## src/rtl/fx_select_xfade.sv

```systemverilog
// fx_select_xfade: selects one of NUM_FX effect outputs with a linear crossfade on change, then blends dry/wet.
module fx_select_xfade #(
  parameter int NUM_FX = 4,
  parameter int CHANNELS = 2,
  parameter int DATA_W = 16,
  parameter int POT_W = 12,
  parameter int XFADE_LEN = 256,
  parameter int SEL_W = $clog2(NUM_FX)
) (
  input  logic                              clk,
  input  logic                              rst,
  input  logic                              valid,
  input  logic [CHANNELS*DATA_W-1:0]        dry_in,
  input  logic [NUM_FX*CHANNELS*DATA_W-1:0] fx_in,
  input  logic [SEL_W-1:0]                  fx_sel,
  input  logic [POT_W-1:0]                  mix_pot,
  output logic [CHANNELS*DATA_W-1:0]        audio_out,
  output logic                              out_valid,
  output logic [SEL_W-1:0]                  active_sel,
  output logic                              fading
);
  localparam int XS = $clog2(XFADE_LEN);
  localparam int CW = DATA_W + XS + 1;
  localparam int MW = DATA_W + POT_W + 2;
  typedef enum logic {IDLE, FADE} state_t;
  state_t state, state_n;
  logic [XS-1:0] cnt, cnt_n, cur_cnt;
  logic [SEL_W-1:0] next_sel, next_sel_n, active_sel_n, new_sel;
  logic start, in_fade, v1;
  logic [XS:0] w_new, w_old;
  logic signed [CW-1:0] xw_old, xw_new;
  logic [CHANNELS*DATA_W-1:0] wet_d, wet_q, dry_q, mix_d;
  logic [POT_W-1:0] pot_q;
  logic [POT_W:0] p;
  logic signed [MW-1:0] pw, pd;
  assign start = state == IDLE && valid && fx_sel != active_sel && 32'(fx_sel) < NUM_FX;
  assign in_fade = state == FADE || start;
  assign new_sel = state == FADE ? next_sel : fx_sel;
  assign cur_cnt = state == FADE ? cnt : '0;
  assign w_new = {1'b0, cur_cnt};
  assign w_old = (XS+1)'(XFADE_LEN) - w_new;
  assign xw_old = CW'(w_old);
  assign xw_new = CW'(w_new);
  assign fading = state == FADE;
  // a pot at full scale maps to exactly 2^POT_W so the wet endpoint is exact
  assign p = &pot_q ? {1'b1, {POT_W{1'b0}}} : {1'b0, pot_q};
  assign pw = MW'(p);
  assign pd = MW'({1'b1, {POT_W{1'b0}}} - p);
  always_comb begin
    state_n = state;
    cnt_n = cnt;
    next_sel_n = next_sel;
    active_sel_n = active_sel;
    if (start) begin
      state_n = FADE;
      next_sel_n = fx_sel;
      cnt_n = XS'(1);
    end else if (valid && state == FADE) begin
      cnt_n = cnt + 1'b1;
      if (cnt == XS'(XFADE_LEN - 1)) begin
        state_n = IDLE;
        active_sel_n = next_sel;
        cnt_n = '0;
      end
    end
  end
  always_ff @(posedge clk) begin
    if (rst) begin
      state <= IDLE;
      cnt <= '0;
      next_sel <= '0;
      active_sel <= '0;
    end else begin
      state <= state_n;
      cnt <= cnt_n;
      next_sel <= next_sel_n;
      active_sel <= active_sel_n;
    end
  end
  for (genvar c = 0; c < CHANNELS; c++) begin : g_ch
    logic signed [DATA_W-1:0] old_s, new_s, dry_s, wet_s;
    logic signed [CW-1:0] xf;
    logic signed [MW-1:0] mx;
    assign old_s = fx_in[(32'(active_sel) * CHANNELS + c) * DATA_W +: DATA_W];
    assign new_s = fx_in[(32'(new_sel) * CHANNELS + c) * DATA_W +: DATA_W];
    assign xf = CW'(old_s) * xw_old + CW'(new_s) * xw_new;
    assign wet_d[c*DATA_W +: DATA_W] = in_fade ? DATA_W'(xf >>> XS) : old_s;
    assign dry_s = dry_q[c*DATA_W +: DATA_W];
    assign wet_s = wet_q[c*DATA_W +: DATA_W];
    assign mx = MW'(dry_s) * pd + MW'(wet_s) * pw;
    assign mix_d[c*DATA_W +: DATA_W] = DATA_W'(mx >>> POT_W);
  end
  always_ff @(posedge clk) begin
    if (rst) begin
      v1 <= 1'b0;
      wet_q <= '0;
      dry_q <= '0;
      pot_q <= '0;
      audio_out <= '0;
      out_valid <= 1'b0;
    end else begin
      v1 <= valid;
      out_valid <= v1;
      if (valid) begin
        wet_q <= wet_d;
        dry_q <= dry_in;
        pot_q <= mix_pot;
      end
      if (v1) audio_out <= mix_d;
    end
  end
endmodule

```

## config.mk

```make
export PLATFORM = sky130hd
export DESIGN_NAME = fx_select_xfade
export DESIGN_NICKNAME = d
export VERILOG_FILES = /design/src/rtl/fx_select_xfade.sv
export SDC_FILE = /design/constraint.sdc
export NUM_CORES = 2
export LEC_CHECK = 0
export BUFFER_PORTS_ARGS = -buffer_cell sky130_fd_sc_hd__buf_2
export CORE_MARGIN = 4
export CORE_UTILIZATION = 50
export CTS_BUF_LIST = sky130_fd_sc_hd__clkbuf_4 sky130_fd_sc_hd__clkbuf_8
export DETAILED_ROUTE_END_ITERATION = 7
export PLACE_DENSITY = 0.68
export SLEW_MARGIN = 20
export SYNTH_ARGS = -nofsm -noshare
export SYNTH_HDL_FRONTEND = slang
export SYNTH_SLANG_ARGS = --single-unit
```

## constraint.sdc

```tcl
create_clock -name clk -period 13.2 [get_ports clk]
set_input_delay 1.98 -clock clk [delete_from_list [all_inputs] [get_ports clk]]
set_output_delay 1.98 -clock clk [all_outputs]
set_load 0.05 [all_outputs]
```

==> impl.org <==
** Worst setup path
- By startpoint and endpoint, the worst setup path is classified as register to register.
- The worst register-to-register path begins at pot_q[1].
- Standard cell with the maximum stage delay on the critical path :: sky130_fd_sc_hd__dfxtp_1
- Worst reg2reg path depth :: 33
- The setup check on the worst reg-to-reg path leaves a slack of 1880 ps.
- Stage delay of the slowest cell on the critical path :: 1070 ps
- STA puts the critical path data arrival time at 11,820 ps.
- Required time at the endpoint of the critical path :: 13,690 ps
- Largest driver fanout on the critical path :: 95
- Critical Path End Type :: register
- Among the stages of the critical path, the cell type that occurs most often is sky130_fd_sc_hd__fa_1.
- The endpoint identified for the worst register-to-register timing path is audio_out[14].
- Startpoint Class :: register

** Floorplanning
- The die covers 118,900 um^2.
- Boundary pin count :: 213
- The die is 344.8 um wide.
- The core region is 112,500 um^2.
- Rows :: 123
- Die H :: 344.8 um
- The initial utilization of the core area, before any placement, comes to 0.5041.

** Global routing
- Summed over all layers, the global routing overflow is 0.
- The first global-routing pass estimated 249,500 um of wire.
- The via count of the first global-routing pass came to 45,370.
- The number of antenna violations at the first check in global routing came to 10.
- GRT Resource Usage Total :: 0.2712
- Maximum number of pins on one net before global-route repair :: 96

** STA
- Hold Vio Cnt, Final :: 0
- The routed design could run at a clock period as short as 11,320 ps.
- Maximum clock frequency :: 0.08832 GHz
- Setup slack closes at 1877 ps.
- Setup-violating endpoint count in the final report :: 0
- The tightest hold path in the finished design has a slack of 484.3 ps.
- At the pin with the least slew margin, the transition time is 1198 ps.
- RSZ-0062 raised after global routing :: false
- Setup tns final :: 0 ps
- Max-slew headroom :: 0.1953
- The final count of pins violating max slew came to 0.
- Clock skew on the completed layout was measured at 32.48 ps.
- Of the available clock period, the critical path in the final layout requires 0.8578.

** Clocking
- The H-tree was split into 4 levels.
- The clock drives 123 sinks.
- CTS tree :: built
- Counting along the longest clock path gives a buffer depth of 2.
- Once the clock tree was built, the resizer swapped 0 gates to a different size.
- TritonCTS created 17 clock buffers.
- In this run, post-CTS hold repair placed 0 buffers.
- After clock tree synthesis, the clock-pin slew on the worst setup and hold paths is 120 ps.
- CTS root buf :: sky130_fd_sc_hd__clkbuf_8
- The clock reaches the later pin of the worst-skew pair after 610 ps.
- Number of buffers added for setup after CTS :: 0

** Routing
- In the final routed layout, each cell accounts on average for 19.79 um.
- Total wire length after detailed routing :: 154,200 um
- Summing over every cut layer, the via total after detailed routing is 42,110.
- Drt drc :: 0
- Post-DRT Antenna Nets :: 0
- Dividing the detail-routed via count by the number of cells gives 5.403.
- Violation count after the first detailed-route iteration :: 3,127
- For this run, the detailed router's first-pass iteration total came to 6.

** Power and ir drop
- Leakage power figure :: 0.03016 uW
- Of the total power, combinational logic draws 0.889.
- The design draws 8338 uW.
- Sw Share :: 0.5423
- Flop pwr share :: 0.064
- VDD sags by at most 0.2582 mV.
- The internal power of the cells totals 3816 uW.
- For this design the ratio of total power to cell area is 139.6 nW/um^2.
- Clock network fraction of total power :: 0.046
- Net switching component of the power :: 4522 uW

** Synth
- #FFs+latches synth :: 123
- Summing every instance area after synthesis gives 56,710 um^2.
- Top flip-flop cell by instance count after synthesis :: sky130_fd_sc_hd__dfxtp_1
- Distinct cell type count after synthesis :: 78
- Sequential-to-total area share from yosys stat :: 0.04342
- Async set-reset flop share out of synthesis :: 0
- After technology mapping, the gate count stands at 6,251.
- A synthesized cell averages 9.073 um^2.
- The Yosys step of the flow raised 0 warnings.
- Number of enable flip-flop cells after synthesis :: 0

** Placed design
- Placer's final routability congestion estimate :: 0.9184
- At the placement stage, the worst setup path has a slack of 1694 ps.
- The wire-length estimate of the detail-placed layout is 126,100 um.
- Buffers placed on the I/O ports in this run total 212.

** Run
- The tool flagged a number of max-cap violations equal to 0.

** Final layout
- Area growth from synthesis to layout :: 5.352%
- FILL cells :: 10,210
- Number of nets in the layout :: 8,304
- Of the cells placed in the final design, the portion with a size suffix greater than 1 is 0.06661.

** Worst hold path
- Counting instances, the worst hold path has a depth of 1.
- In this run the most critical hold path is launched from audio_out[30].
- Path type of the worst min-delay path :: register to register
- Min-Delay Endpoint :: audio_out[30]

** Outcome
- The run finished with clean final reports.
-- worst max-delay path: cells and delay by family, from the launching register on --
kind	cells	cell delay, ps
buffers and inverters	6	650
AND/OR/NAND/NOR	10	2960
adder cells (fa/ha/maj)	10	4690
flip-flops	1	1070
AO/OA/AOI/OAI	7	1800
-- cells by family (layout without fill, tap and decap cells) --
kind of cell / after synthesis / count (layout) / share of synthesized area
AND/OR/NAND/NOR: 1920 / 1920 / 0.1569
adder cells (fa/ha/maj): 1849 / 1849 / 0.5943
buffers and inverters: 1759 / 1770 / 0.1173
AO/OA/AOI/OAI: 326 / 326 / 0.03894
XOR/XNOR: 153 / 153 / 0.02376
flip-flops: 123 / 123 / 0.04342
multiplexers: 119 / 119 / 0.02522
other: 2 / 34 / 0.0001324
-- per-stage QoR --
step	util	area, um^2	cells
6_report	0.5311	59750	7794
5_1_grt	0.5310	59740	7791
4_1_cts	0.5306	59700	7790
3_5_place_dp	0.5272	59310	7759
3_3_place_gp	0.5270	59290	7759
2_1_floorplan	-	56820	6279
-- registers in the layout, summed over array words and instances, names as in the netlist --
register	cells
out_valid	1
dry_q	32
active_sel	2
fading	1
audio_out	32
v1	1
next_sel	2
cnt	8
wet_q	32
pot_q	12
-- Yosys cell counts, types with 5 or more instances --
cell type / instances / share of area
sky130_fd_sc_hd__ha_1: 441 / 0.097
sky130_fd_sc_hd__clkbuf_1: 261 / 0.017
sky130_fd_sc_hd__or2_2: 19 / 0.0021
sky130_fd_sc_hd__nor3_1: 37 / 0.0033
sky130_fd_sc_hd__xor2_1: 39 / 0.0060
sky130_fd_sc_hd__nand3_1: 68 / 0.0060
sky130_fd_sc_hd__and2_1: 259 / 0.029
sky130_fd_sc_hd__a21oi_1: 56 / 0.0049
sky130_fd_sc_hd__o21ai_0: 69 / 0.0061
sky130_fd_sc_hd__mux4_2: 17 / 0.0068
sky130_fd_sc_hd__a211o_1: 7 / 0.0011
sky130_fd_sc_hd__buf_2: 12 / 0.0011
sky130_fd_sc_hd__nand4_1: 20 / 0.0022
sky130_fd_sc_hd__mux2_2: 18 / 0.0036
sky130_fd_sc_hd__buf_4: 5 / 0.00066
sky130_fd_sc_hd__a211oi_1: 13 / 0.0017
sky130_fd_sc_hd__and3_1: 170 / 0.019
sky130_fd_sc_hd__a21o_1: 31 / 0.0041
sky130_fd_sc_hd__nor2b_1: 97 / 0.011
sky130_fd_sc_hd__mux2i_1: 83 / 0.015
sky130_fd_sc_hd__o21ai_1: 17 / 0.0015
sky130_fd_sc_hd__nand2_1: 803 / 0.053
sky130_fd_sc_hd__fa_1: 1408 / 0.50
sky130_fd_sc_hd__a311oi_1: 13 / 0.0020
sky130_fd_sc_hd__or3_1: 6 / 0.00066
sky130_fd_sc_hd__o22ai_1: 5 / 0.00055
sky130_fd_sc_hd__dfxtp_1: 123 / 0.043
sky130_fd_sc_hd__inv_1: 1454 / 0.096
sky130_fd_sc_hd__nand2b_1: 15 / 0.0017
sky130_fd_sc_hd__nor2_1: 408 / 0.027
sky130_fd_sc_hd__a31oi_1: 9 / 0.00099
sky130_fd_sc_hd__o31ai_1: 10 / 0.0013
sky130_fd_sc_hd__o21a_1: 55 / 0.0073
sky130_fd_sc_hd__xnor2_1: 113 / 0.017
sky130_fd_sc_hd__buf_1: 23 / 0.0015
-- cells in the final DEF (no fill, tap or decap), types with 4 or more instances in the layout --
cell type / n
sky130_fd_sc_hd__o22ai_1: 4
sky130_fd_sc_hd__o21ai_0: 68
sky130_fd_sc_hd__a211oi_1: 13
sky130_fd_sc_hd__nor3_1: 35
sky130_fd_sc_hd__xor2_2: 4
sky130_fd_sc_hd__nor2_2: 4
sky130_fd_sc_hd__and3_1: 170
sky130_fd_sc_hd__buf_2: 210
sky130_fd_sc_hd__mux2i_1: 82
sky130_fd_sc_hd__xor2_1: 33
sky130_fd_sc_hd__nand4_1: 20
sky130_fd_sc_hd__diode_2: 4
sky130_fd_sc_hd__conb_1: 30
sky130_fd_sc_hd__clkbuf_8: 18
sky130_fd_sc_hd__nor2_1: 405
sky130_fd_sc_hd__buf_4: 72
sky130_fd_sc_hd__nand2b_1: 15
sky130_fd_sc_hd__or2_2: 19
sky130_fd_sc_hd__or3_1: 5
sky130_fd_sc_hd__a311oi_1: 13
sky130_fd_sc_hd__nand2_1: 800
sky130_fd_sc_hd__a21oi_1: 55
sky130_fd_sc_hd__and2_1: 259
sky130_fd_sc_hd__o21ai_1: 18
sky130_fd_sc_hd__nand3_1: 68
sky130_fd_sc_hd__nor2b_1: 97
sky130_fd_sc_hd__o21a_1: 55
sky130_fd_sc_hd__xnor2_1: 107
sky130_fd_sc_hd__dfxtp_1: 120
sky130_fd_sc_hd__fa_1: 1408
sky130_fd_sc_hd__mux2_2: 18
sky130_fd_sc_hd__mux4_2: 17
sky130_fd_sc_hd__a211o_1: 7
sky130_fd_sc_hd__ha_1: 440
sky130_fd_sc_hd__xnor2_2: 4
sky130_fd_sc_hd__a31oi_1: 9
sky130_fd_sc_hd__inv_1: 1454
sky130_fd_sc_hd__o31ai_1: 10
sky130_fd_sc_hd__a21o_1: 31
-- routing by layer --
| metal | up-vias | wire length (um) | global-route usage |
|---|---|---|---|
| li1 | 18500 | - | - |
| met1 | 21540 | 62530 | 0.3705 |
| met2 | 1794 | 71920 | 0.4335 |
| met3 | 268 | 14780 | 0.06235 |
| met4 | 8 | 4930 | 0.08372 |
| met5 | - | 50 | 0 |
-- power by group through the flow --
stage	clock network, uW	registers [uW]	logic (uW)
finish	386	535	7420
global route	407	541	8440
CTS	396	531	7460
detailed placement	0	539	7380
global placement	0	536	7180
floorplan	0	523	5560
-- final cells by class --
cell class                      instances  area [um^2]  area share
Clock inverter                         13        142.6    0.002387
Tap cell                             1500         1877     0.03141
Sequential cell                       123         2469     0.04132
Antenna cell                            4        10.01   0.0001675
Clock buffer                           18        247.7    0.004146
Timing Repair Buffer                  283         1603     0.02683
Inverter                             1456         5465     0.09147
Multi-Input combinational cell       4397        47930      0.8023
-- worst max-delay path by stage --
stage	start	to	slack, ps	cells past startpoint
5_1_grt	pot_q[1]	audio_out[14]	1290	33
3_5_place_dp	pot_q[1]	audio_out[14]	1690	33
3_3_place_gp	pot_q[1]	audio_out[14]	2070	33
4_1_cts	pot_q[1]	audio_out[14]	1660	33
6_report	pot_q[1]	audio_out[14]	1880	33
2_1_floorplan	pot_q[4]	audio_out[14]	4150	37
(Power assumes the default switching activity.)
